**src/rtl/sc_sweep_counter_pkg.sv**
```systemverilog
// -----------------------------------------------------------------------------
// sc_sweep_counter_pkg
// Shared definitions for the formation sweep counter:
//   - sweep_state_t : four-state ping-pong sweep FSM encoding
//   - DIR_*         : direction codes presented on the dir output
// No ports (package).
// -----------------------------------------------------------------------------
package sc_sweep_counter_pkg;

  typedef enum logic [1:0] {
    ST_MOVE_R = 2'b00,
    ST_EDGE_R = 2'b01,
    ST_MOVE_L = 2'b10,
    ST_EDGE_L = 2'b11
  } sweep_state_t;

  localparam logic [1:0] DIR_RIGHT = 2'b01;
  localparam logic [1:0] DIR_LEFT  = 2'b10;
  localparam logic [1:0] DIR_EDGE  = 2'b00;

endpackage : sc_sweep_counter_pkg

```
**src/rtl/sc_sweep_counter_if.sv**
```systemverilog
// -----------------------------------------------------------------------------
// sc_sweep_counter_if
// Control/status bundle between the game-speed controller (master) and the
// sweep counter (slave).
//   master drives : SC_SWEEP_CLEAR_InHigh, SC_SWEEP_enable_InHigh,
//                   SC_SWEEP_rateDiv_In
//   slave drives  : SC_SWEEP_dir_Out, SC_SWEEP_position_Out,
//                   SC_SWEEP_descend_OutPulse, SC_SWEEP_rows_Out,
//                   SC_SWEEP_bottom_Out
// Parameters must match the sc_sweep_counter instance it connects to.
// -----------------------------------------------------------------------------
interface sc_sweep_counter_if #(
  parameter int WIDTH = 4,
  parameter int DIV_W = 8,
  parameter int ROW_W = 3
) ();

  logic             SC_SWEEP_CLEAR_InHigh;
  logic             SC_SWEEP_enable_InHigh;
  logic [DIV_W-1:0] SC_SWEEP_rateDiv_In;
  logic [1:0]       SC_SWEEP_dir_Out;
  logic [WIDTH-1:0] SC_SWEEP_position_Out;
  logic             SC_SWEEP_descend_OutPulse;
  logic [ROW_W-1:0] SC_SWEEP_rows_Out;
  logic             SC_SWEEP_bottom_Out;

  modport master (
    output SC_SWEEP_CLEAR_InHigh,
    output SC_SWEEP_enable_InHigh,
    output SC_SWEEP_rateDiv_In,
    input  SC_SWEEP_dir_Out,
    input  SC_SWEEP_position_Out,
    input  SC_SWEEP_descend_OutPulse,
    input  SC_SWEEP_rows_Out,
    input  SC_SWEEP_bottom_Out
  );

  modport slave (
    input  SC_SWEEP_CLEAR_InHigh,
    input  SC_SWEEP_enable_InHigh,
    input  SC_SWEEP_rateDiv_In,
    output SC_SWEEP_dir_Out,
    output SC_SWEEP_position_Out,
    output SC_SWEEP_descend_OutPulse,
    output SC_SWEEP_rows_Out,
    output SC_SWEEP_bottom_Out
  );

endinterface : sc_sweep_counter_if

```
**src/rtl/sc_step_prescaler.sv**
```systemverilog
// -----------------------------------------------------------------------------
// sc_step_prescaler
// Programmable step prescaler: emits one tick every (rateDiv + 1) enabled
// clocks. Reusable for bullet and animation timing.
// Ports:
//   SC_PRESC_CLOCK_50       in  1      clock, rising edge
//   SC_PRESC_RESET_InHigh   in  1      synchronous reset, active-high
//   SC_PRESC_CLEAR_InHigh   in  1      synchronous restart, active-high
//   SC_PRESC_enable_InHigh  in  1      count enable; low holds the count
//   SC_PRESC_rateDiv_In     in  DIV_W  period minus 1, in clocks
//   SC_PRESC_tick_Out       out 1      step strobe (combinational)
// -----------------------------------------------------------------------------
module sc_step_prescaler #(
  parameter int DIV_W = 8
) (
  input  logic             SC_PRESC_CLOCK_50,
  input  logic             SC_PRESC_RESET_InHigh,
  input  logic             SC_PRESC_CLEAR_InHigh,
  input  logic             SC_PRESC_enable_InHigh,
  input  logic [DIV_W-1:0] SC_PRESC_rateDiv_In,
  output logic             SC_PRESC_tick_Out
);

  logic [DIV_W-1:0] presc_q;

  // '>=' rather than '==' so a rate lowered below the running count fires at
  // once instead of counting all the way round. presc never exceeds the
  // largest rateDiv seen, so it cannot overflow.
  assign SC_PRESC_tick_Out = SC_PRESC_enable_InHigh &&
                             (presc_q >= SC_PRESC_rateDiv_In);

  // NOTE: sequential state uses non-blocking assignments so every register
  // samples the pre-edge values regardless of statement order.
  always_ff @(posedge SC_PRESC_CLOCK_50) begin
    if (SC_PRESC_RESET_InHigh || SC_PRESC_CLEAR_InHigh) begin
      presc_q <= '0;
    end else if (SC_PRESC_tick_Out) begin
      presc_q <= '0;
    end else if (SC_PRESC_enable_InHigh) begin
      presc_q <= presc_q + DIV_W'(1);
    end
  end

endmodule : sc_step_prescaler

```
**src/rtl/sc_sweep_counter.sv**
```systemverilog
// -----------------------------------------------------------------------------
// sc_sweep_counter
// Ping-pong sweep counter for horizontal formation movement. Position walks
// MIN_POS -> MAX_POS, dwells EDGE_HOLD ticks, walks back, dwells, repeats.
// Each edge entry emits a one-clock descend pulse and bumps a saturating row
// counter until MAX_ROWS, after which the sweep carries on without descending.
// Ports:
//   SC_SWEEP_CLOCK_50      in  1   clock, rising edge
//   SC_SWEEP_RESET_InHigh  in  1   synchronous reset, active-high
//   sweep_bus              sc_sweep_counter_if.slave
//     CLEAR_InHigh  in   restart sweep, rows/bottom kept
//     enable_InHigh in   step enable (low = pause)
//     rateDiv_In    in   step period minus 1
//     dir_Out       out  01 right, 10 left, 00 at edge
//     position_Out  out  current position
//     descend_OutPulse out one-clock pulse after edge entry
//     rows_Out      out  rows descended (saturating)
//     bottom_Out    out  rows == MAX_ROWS
// All outputs are registered.
// -----------------------------------------------------------------------------
module sc_sweep_counter
  import sc_sweep_counter_pkg::*;
#(
  parameter int WIDTH     = 4,
  parameter int MIN_POS   = 0,
  parameter int MAX_POS   = 10,
  parameter int EDGE_HOLD = 1,
  parameter int DIV_W     = 8,
  parameter int ROW_W     = 3,
  parameter int MAX_ROWS  = 7
) (
  input  logic               SC_SWEEP_CLOCK_50,
  input  logic               SC_SWEEP_RESET_InHigh,
  sc_sweep_counter_if.slave  sweep_bus
);

  localparam int HOLD_W = (EDGE_HOLD > 1) ? $clog2(EDGE_HOLD) : 1;

  localparam logic [WIDTH-1:0]  MIN_P     = WIDTH'(MIN_POS);
  localparam logic [WIDTH-1:0]  MAX_P     = WIDTH'(MAX_POS);
  localparam logic [HOLD_W-1:0] HOLD_LAST = HOLD_W'(EDGE_HOLD - 1);
  localparam logic [ROW_W-1:0]  MAX_R     = ROW_W'(MAX_ROWS);

  sweep_state_t      state_q;
  logic [1:0]        dir_q;
  logic [WIDTH-1:0]  pos_q;
  logic [HOLD_W-1:0] hold_q;
  logic              descend_q;
  logic [ROW_W-1:0]  rows_q;
  logic              bottom_q;

  logic tick;
  logic clear;
  logic edge_entry;

  assign clear = sweep_bus.SC_SWEEP_CLEAR_InHigh;

  sc_step_prescaler #(
    .DIV_W (DIV_W)
  ) u_presc (
    .SC_PRESC_CLOCK_50      (SC_SWEEP_CLOCK_50),
    .SC_PRESC_RESET_InHigh  (SC_SWEEP_RESET_InHigh),
    .SC_PRESC_CLEAR_InHigh  (clear),
    .SC_PRESC_enable_InHigh (sweep_bus.SC_SWEEP_enable_InHigh),
    .SC_PRESC_rateDiv_In    (sweep_bus.SC_SWEEP_rateDiv_In),
    .SC_PRESC_tick_Out      (tick)
  );

  // The tick that moves the FSM from a MOVE state into its edge state; this
  // is where the descend pulse and row increment originate.
  assign edge_entry = tick &&
                      (((state_q == ST_MOVE_R) && (pos_q == MAX_P)) ||
                       ((state_q == ST_MOVE_L) && (pos_q == MIN_P)));

  always_ff @(posedge SC_SWEEP_CLOCK_50) begin
    if (SC_SWEEP_RESET_InHigh) begin
      state_q   <= ST_MOVE_R;
      dir_q     <= DIR_RIGHT;
      pos_q     <= MIN_P;
      hold_q    <= '0;
      descend_q <= 1'b0;
      rows_q    <= '0;
      bottom_q  <= 1'b0;
    end else if (clear) begin
      // Restart the sweep but keep the formation's descended depth.
      state_q   <= ST_MOVE_R;
      dir_q     <= DIR_RIGHT;
      pos_q     <= MIN_P;
      hold_q    <= '0;
      descend_q <= 1'b0;
    end else begin
      descend_q <= 1'b0;

      if (edge_entry && (rows_q < MAX_R)) begin
        descend_q <= 1'b1;
        rows_q    <= rows_q + ROW_W'(1);
        bottom_q  <= ((rows_q + ROW_W'(1)) == MAX_R);
      end

      if (tick) begin
        case (state_q)
          ST_MOVE_R: begin
            if (pos_q == MAX_P) begin
              state_q <= ST_EDGE_R;
              dir_q   <= DIR_EDGE;
              hold_q  <= '0;
            end else begin
              pos_q <= pos_q + WIDTH'(1);
            end
          end
          ST_EDGE_R: begin
            if (hold_q == HOLD_LAST) begin
              state_q <= ST_MOVE_L;
              dir_q   <= DIR_LEFT;
            end else begin
              hold_q <= hold_q + HOLD_W'(1);
            end
          end
          ST_MOVE_L: begin
            if (pos_q == MIN_P) begin
              state_q <= ST_EDGE_L;
              dir_q   <= DIR_EDGE;
              hold_q  <= '0;
            end else begin
              pos_q <= pos_q - WIDTH'(1);
            end
          end
          ST_EDGE_L: begin
            if (hold_q == HOLD_LAST) begin
              state_q <= ST_MOVE_R;
              dir_q   <= DIR_RIGHT;
            end else begin
              hold_q <= hold_q + HOLD_W'(1);
            end
          end
          default: begin
            // Corrupted state: restart the sweep from the left limit.
            state_q <= ST_MOVE_R;
            dir_q   <= DIR_RIGHT;
            pos_q   <= MIN_P;
            hold_q  <= '0;
          end
        endcase
      end
    end
  end

  assign sweep_bus.SC_SWEEP_dir_Out          = dir_q;
  assign sweep_bus.SC_SWEEP_position_Out     = pos_q;
  assign sweep_bus.SC_SWEEP_descend_OutPulse = descend_q;
  assign sweep_bus.SC_SWEEP_rows_Out         = rows_q;
  assign sweep_bus.SC_SWEEP_bottom_Out       = bottom_q;

endmodule : sc_sweep_counter
```
**src/flat_wrapper.sv**
```systemverilog
// flat-port wrapper written by rule: the top's interface ports become plain ports
module sc_sweep_counter_flat import sc_sweep_counter_pkg::*;
#(
  parameter int WIDTH     = 4,
  parameter int MIN_POS   = 0,
  parameter int MAX_POS   = 10,
  parameter int EDGE_HOLD = 1,
  parameter int DIV_W     = 8,
  parameter int ROW_W     = 3,
  parameter int MAX_ROWS  = 7
)
  (SC_SWEEP_CLOCK_50, SC_SWEEP_RESET_InHigh, sweep_bus_SC_SWEEP_CLEAR_InHigh, sweep_bus_SC_SWEEP_enable_InHigh, sweep_bus_SC_SWEEP_rateDiv_In, sweep_bus_SC_SWEEP_dir_Out, sweep_bus_SC_SWEEP_position_Out, sweep_bus_SC_SWEEP_descend_OutPulse, sweep_bus_SC_SWEEP_rows_Out, sweep_bus_SC_SWEEP_bottom_Out);
  sc_sweep_counter_if #(.WIDTH(WIDTH), .DIV_W(DIV_W), .ROW_W(ROW_W)) sweep_bus_i ();
  input  logic SC_SWEEP_CLOCK_50;
  input  logic SC_SWEEP_RESET_InHigh;
  input wire logic [$bits(sweep_bus_i.SC_SWEEP_CLEAR_InHigh)-1:0] sweep_bus_SC_SWEEP_CLEAR_InHigh;
  input wire logic [$bits(sweep_bus_i.SC_SWEEP_enable_InHigh)-1:0] sweep_bus_SC_SWEEP_enable_InHigh;
  input wire logic [$bits(sweep_bus_i.SC_SWEEP_rateDiv_In)-1:0] sweep_bus_SC_SWEEP_rateDiv_In;
  output wire logic [$bits(sweep_bus_i.SC_SWEEP_dir_Out)-1:0] sweep_bus_SC_SWEEP_dir_Out;
  output wire logic [$bits(sweep_bus_i.SC_SWEEP_position_Out)-1:0] sweep_bus_SC_SWEEP_position_Out;
  output wire logic [$bits(sweep_bus_i.SC_SWEEP_descend_OutPulse)-1:0] sweep_bus_SC_SWEEP_descend_OutPulse;
  output wire logic [$bits(sweep_bus_i.SC_SWEEP_rows_Out)-1:0] sweep_bus_SC_SWEEP_rows_Out;
  output wire logic [$bits(sweep_bus_i.SC_SWEEP_bottom_Out)-1:0] sweep_bus_SC_SWEEP_bottom_Out;
  assign sweep_bus_i.SC_SWEEP_CLEAR_InHigh = sweep_bus_SC_SWEEP_CLEAR_InHigh;
  assign sweep_bus_i.SC_SWEEP_enable_InHigh = sweep_bus_SC_SWEEP_enable_InHigh;
  assign sweep_bus_i.SC_SWEEP_rateDiv_In = sweep_bus_SC_SWEEP_rateDiv_In;
  assign sweep_bus_SC_SWEEP_dir_Out = sweep_bus_i.SC_SWEEP_dir_Out;
  assign sweep_bus_SC_SWEEP_position_Out = sweep_bus_i.SC_SWEEP_position_Out;
  assign sweep_bus_SC_SWEEP_descend_OutPulse = sweep_bus_i.SC_SWEEP_descend_OutPulse;
  assign sweep_bus_SC_SWEEP_rows_Out = sweep_bus_i.SC_SWEEP_rows_Out;
  assign sweep_bus_SC_SWEEP_bottom_Out = sweep_bus_i.SC_SWEEP_bottom_Out;
  sc_sweep_counter #(.WIDTH(WIDTH), .MIN_POS(MIN_POS), .MAX_POS(MAX_POS), .EDGE_HOLD(EDGE_HOLD), .DIV_W(DIV_W), .ROW_W(ROW_W), .MAX_ROWS(MAX_ROWS)) u_core (.SC_SWEEP_CLOCK_50(SC_SWEEP_CLOCK_50), .SC_SWEEP_RESET_InHigh(SC_SWEEP_RESET_InHigh), .sweep_bus(sweep_bus_i));
endmodule
```
**config.mk**
```make
export PLATFORM = sky130hd
export DESIGN_NAME = sc_sweep_counter_flat
export DESIGN_NICKNAME = d
export VERILOG_FILES = /design/src/rtl/sc_sweep_counter_pkg.sv /design/src/rtl/sc_sweep_counter_if.sv /design/src/rtl/sc_step_prescaler.sv /design/src/rtl/sc_sweep_counter.sv /design/src/flat_wrapper.sv
export SDC_FILE = /design/constraint.sdc
export NUM_CORES = 1
export LEC_CHECK = 0
export BUFFER_PORTS_ARGS = -buffer_cell sky130_fd_sc_hd__buf_2
export CAP_MARGIN = 30
export CORE_MARGIN = 1.5
export CORE_UTILIZATION = 40
export DETAILED_ROUTE_END_ITERATION = 8
export PLACE_DENSITY = 0.72
export SKIP_LAST_GASP = 1
export SYNTH_ARGS = -nofsm -noshare
export SYNTH_HDL_FRONTEND = slang
export SYNTH_SLANG_ARGS = --single-unit
```
**constraint.sdc**
```tcl
create_clock -name SC_SWEEP_CLOCK_50 -period 2.5 [get_ports SC_SWEEP_CLOCK_50]
set_clock_uncertainty 0.1 [all_clocks]
set_input_delay 0.25 -clock SC_SWEEP_CLOCK_50 [delete_from_list [all_inputs] [get_ports SC_SWEEP_CLOCK_50]]
set_output_delay 0.25 -clock SC_SWEEP_CLOCK_50 [all_outputs]
set_load 0.01 [all_outputs]
```
==> run metrics <==
Setup Viol. Count Final 0; Die Span X 61.5 um; Post-DP HPWL 1.86 mm; leakage 0.739 nW; Slew HR 57.0%; Avg Vias per Cell 5.00; setup TNS 0 ns; count of antenna-violating nets left after detailed routing 0; WL/cell 11.3 um; Worst Path Arrival 2.25 ns; Sw Pwr 0.000129 W; combinational cell fraction of total power 6.9%; Unique masters post-synth 44; Max VDD drop 0.128 mV; TritonCTS clock tree yes; Crit path max-delay family simple AND/OR/NAND/NOR gates; Setup CP Type register to register; crit-path max FO 12; Worst Hold Class primary input to register; post-route clock period utilization 85.1%; P_int 0.000415 W; post-CTS sizing 0; clock latency at the later pin of the worst-skew pair 0.31 ns; GRT Total Usage 15.1%; RSZ-0062 raised after global routing no; Core Region 3310 um2; Ys Warns 0; cts hold-fix bufs 0; vias in the first global route 1017; layout cells sized above 1 20.6%; area of the multi-input gates 865 um2; clk sink count 21; Max-Cap Viols 0; fin crit period 2.13 ns; Worst-path clk slew 0.12 ns; CTS Buf Count 3; CP Buf/Inv Count 2; Cell Count, Final, Fillers Out 221; Mapped Avg Cell Area 9.01 um2; Flop pwr share 62.0%; First-pass DRT Iterations 4; gr ovfl total 0; pin count of the biggest net entering global routing 13; die area 3780 um2; final hold vios 0; DRC errors left 0; # IOs 23; Synth Cell Area 1370 um2; Critical Path RT 2.62 ns; diode count 0; Crit path largest cell delay 0.48 ns; status finished, final reports clean; Mapped Cells 152; Root Driver clkbuf_4; Die Ht 61.5 um; critical-path cell list inv_1, ha_1, nor3b_2, o21ai_1, a32oi_1, buf_4, or4_1, o211a_1; slowest CP cell or4_1; Critical Path Sink Type register; Slew Viols, Final 0; Port-buffer cells 22; first-pass GRT wire length 4.32 mm; initial antenna violation count 0; Area Growth Syn to Fin 12.7%; clock share of power 31.1%; Async SR Flop Fraction 0%; Peak Freq 470 MHz; Syn Nets 183; Layout Nets 207; Seq. cell area 420 um2; initial drt markers 30; final core utilization 46.6%; Setup Fix Bufs, Post-CTS 0; htree depth 1; dpl cell area 1520 um2; Initial Utilization 41.3%; post-synthesis sequential area ratio 30.7%; FILL cells 332; Core Rows 21; Final GP Congestion 0.761; Power per Cell Area 352 nW/um2; vias post-DR 1104; maximum clock path buffer count 2; Yosys reg bits 21; number of flops mapped to enable cells by yosys 0; post-placement cell count 217; Final Instance Area 1540 um2; CP Launch Type register; worst slew pin tran 0.643 ns; Post-synth top flop dfxtp_1; WL final 2.49 mm; switching portion of total power 23.7%
[stage by stage]
step | total power, W | hold WS, ns | setup WS [ns]
2_1_floorplan | 0.000369 | 0.324 | 0.538
3_3_place_gp | 0.000382 | 0.348 | 0.378
3_5_place_dp | 0.000383 | 0.353 | 0.372
4_1_cts | 0.000554 | 0.140 | 0.355
5_1_grt | 0.000572 | 0.166 | 0.137
6_report | 0.000544 | 0.145 | 0.374
[area by class of cell]
cell class | instances | area share [%]
Inverter | 15 | 3.65
Multi-Input combinational cell | 112 | 56.0
Tap cell | 46 | 3.73
Clock buffer | 4 | 1.70
Timing Repair Buffer | 23 | 7.62
Sequential cell | 21 | 27.3
[per-layer routing]
| layer | track usage [%] | share of wire (%) | up-vias |
|---|---|---|---|
| met2 | 25.9 | 47 | 17 |
| met3 | 1.89 | 2.3 | 5 |
| met1 | 18.9 | 49 | 500 |
| li1 | - | - | 582 |
| met4 | 6.69 | 2.1 | 0 |
| met5 | 0 | 0 | - |
[kinds of logic (layout without fill, tap and decap cells)]
kind of cell | after synthesis | after routing | synth area share [%]
adders and majority gates | 19 | 19 | 17.9
and+or+nand+nor | 49 | 49 | 19.8
muxes | 3 | 3 | 2.56
AOI/OAI and AO/OA | 31 | 31 | 16.5
DFF | 21 | 21 | 30.7
xor gates and xnor gates | 10 | 10 | 6.40
buffers and inverters | 19 | 42 | 6.12
[power by group through the flow]
| stage | logic [W] | clock network (W) | registers, W |
|---|---|---|---|
| floorplan | 0.0000250 | 0 | 0.000344 |
| global placement | 0.0000372 | 0 | 0.000345 |
| detailed placement | 0.0000380 | 0 | 0.000345 |
| CTS | 0.0000382 | 0.000178 | 0.000337 |
| global route | 0.0000449 | 0.000189 | 0.000338 |
| finish | 0.0000375 | 0.000169 | 0.000337 |
[registers in the layout (all words and copies together), names as in the netlist]
signal / flops
u_core.state_q: 2
u_core.u_presc.presc_q: 8
u_core.sweep_bus.SC_SWEEP_rows_Out: 3
u_core.sweep_bus.SC_SWEEP_position_Out: 4
u_core.sweep_bus.SC_SWEEP_descend_OutPulse: 1
u_core.sweep_bus.SC_SWEEP_dir_Out: 2
u_core.sweep_bus.SC_SWEEP_bottom_Out: 1
[worst paths after layout]
kind	start	end	slack, ns	cells after the start
min	sweep_bus_SC_SWEEP_CLEAR_InHigh	u_core.sweep_bus.SC_SWEEP_position_Out[3]$_SDFFE_PP0P_	0.14	3
max	u_core.u_presc.presc_q[0]$_SDFFE_PP0P_	u_core.state_q[0]$_SDFFE_PP0P_	0.37	8
max reg2reg	u_core.u_presc.presc_q[0]$_SDFFE_PP0P_	u_core.state_q[0]$_SDFFE_PP0P_	0.37	8
min reg2reg	u_core.sweep_bus.SC_SWEEP_dir_Out[1]$_SDFFE_PP0P_	u_core.sweep_bus.SC_SWEEP_dir_Out[1]$_SDFFE_PP0P_	0.38	2
[synth_stat cells, types with 2 or more instances]
| library cell | number | area, um2 |
|---|---|---|
| dfxtp_1 | 21 | 420 |
| ha_1 | 18 | 225 |
| inv_1 | 15 | 56.3 |
| nor2_1 | 15 | 56.3 |
| nand3_1 | 8 | 40.0 |
| nand2_1 | 7 | 26.3 |
| o21ai_0 | 7 | 35.0 |
| xor2_1 | 6 | 52.6 |
| a21oi_1 | 5 | 25.0 |
| xnor2_1 | 4 | 35.0 |
| and3_1 | 3 | 18.8 |
| nand4_1 | 3 | 18.8 |
| a21boi_0 | 2 | 15.0 |
| a21o_1 | 2 | 15.0 |
| a31o_2 | 2 | 17.5 |
| mux2i_1 | 2 | 20.0 |
| nor3b_2 | 2 | 25.0 |
| o211a_1 | 2 | 20.0 |
| o21a_1 | 2 | 15.0 |
| o21ai_1 | 2 | 10.0 |
[layout by cell type, fill, tap and decap left out, types with 2 or more instances in the layout]
cell type and instances:
clkbuf_4 3, ha_1 18, nand3_1 8, xnor2_1 4, nor3b_2 2, dfxtp_1 21
inv_1 15, buf_2 22, o211a_1 2, a21boi_0 2, a31o_2 2, xor2_1 6
o21ai_0 7, and3_1 3, nor2_1 15, o21ai_1 2, nand2_1 7, mux2i_1 2
nand4_1 3, o21a_1 2, a21oi_1 5, a21o_1 2
[worst register-to-register path, cell delays in order, from the launching register on]
cell     delay [ns]
dfxtp_1        0.42
inv_1          0.07
ha_1           0.29
nor3b_2        0.04
o21ai_1        0.17
a32oi_1        0.14
buf_4          0.20
or4_1          0.48
o211a_1        0.14
Note: power is estimated with default switching activity, not from simulation.
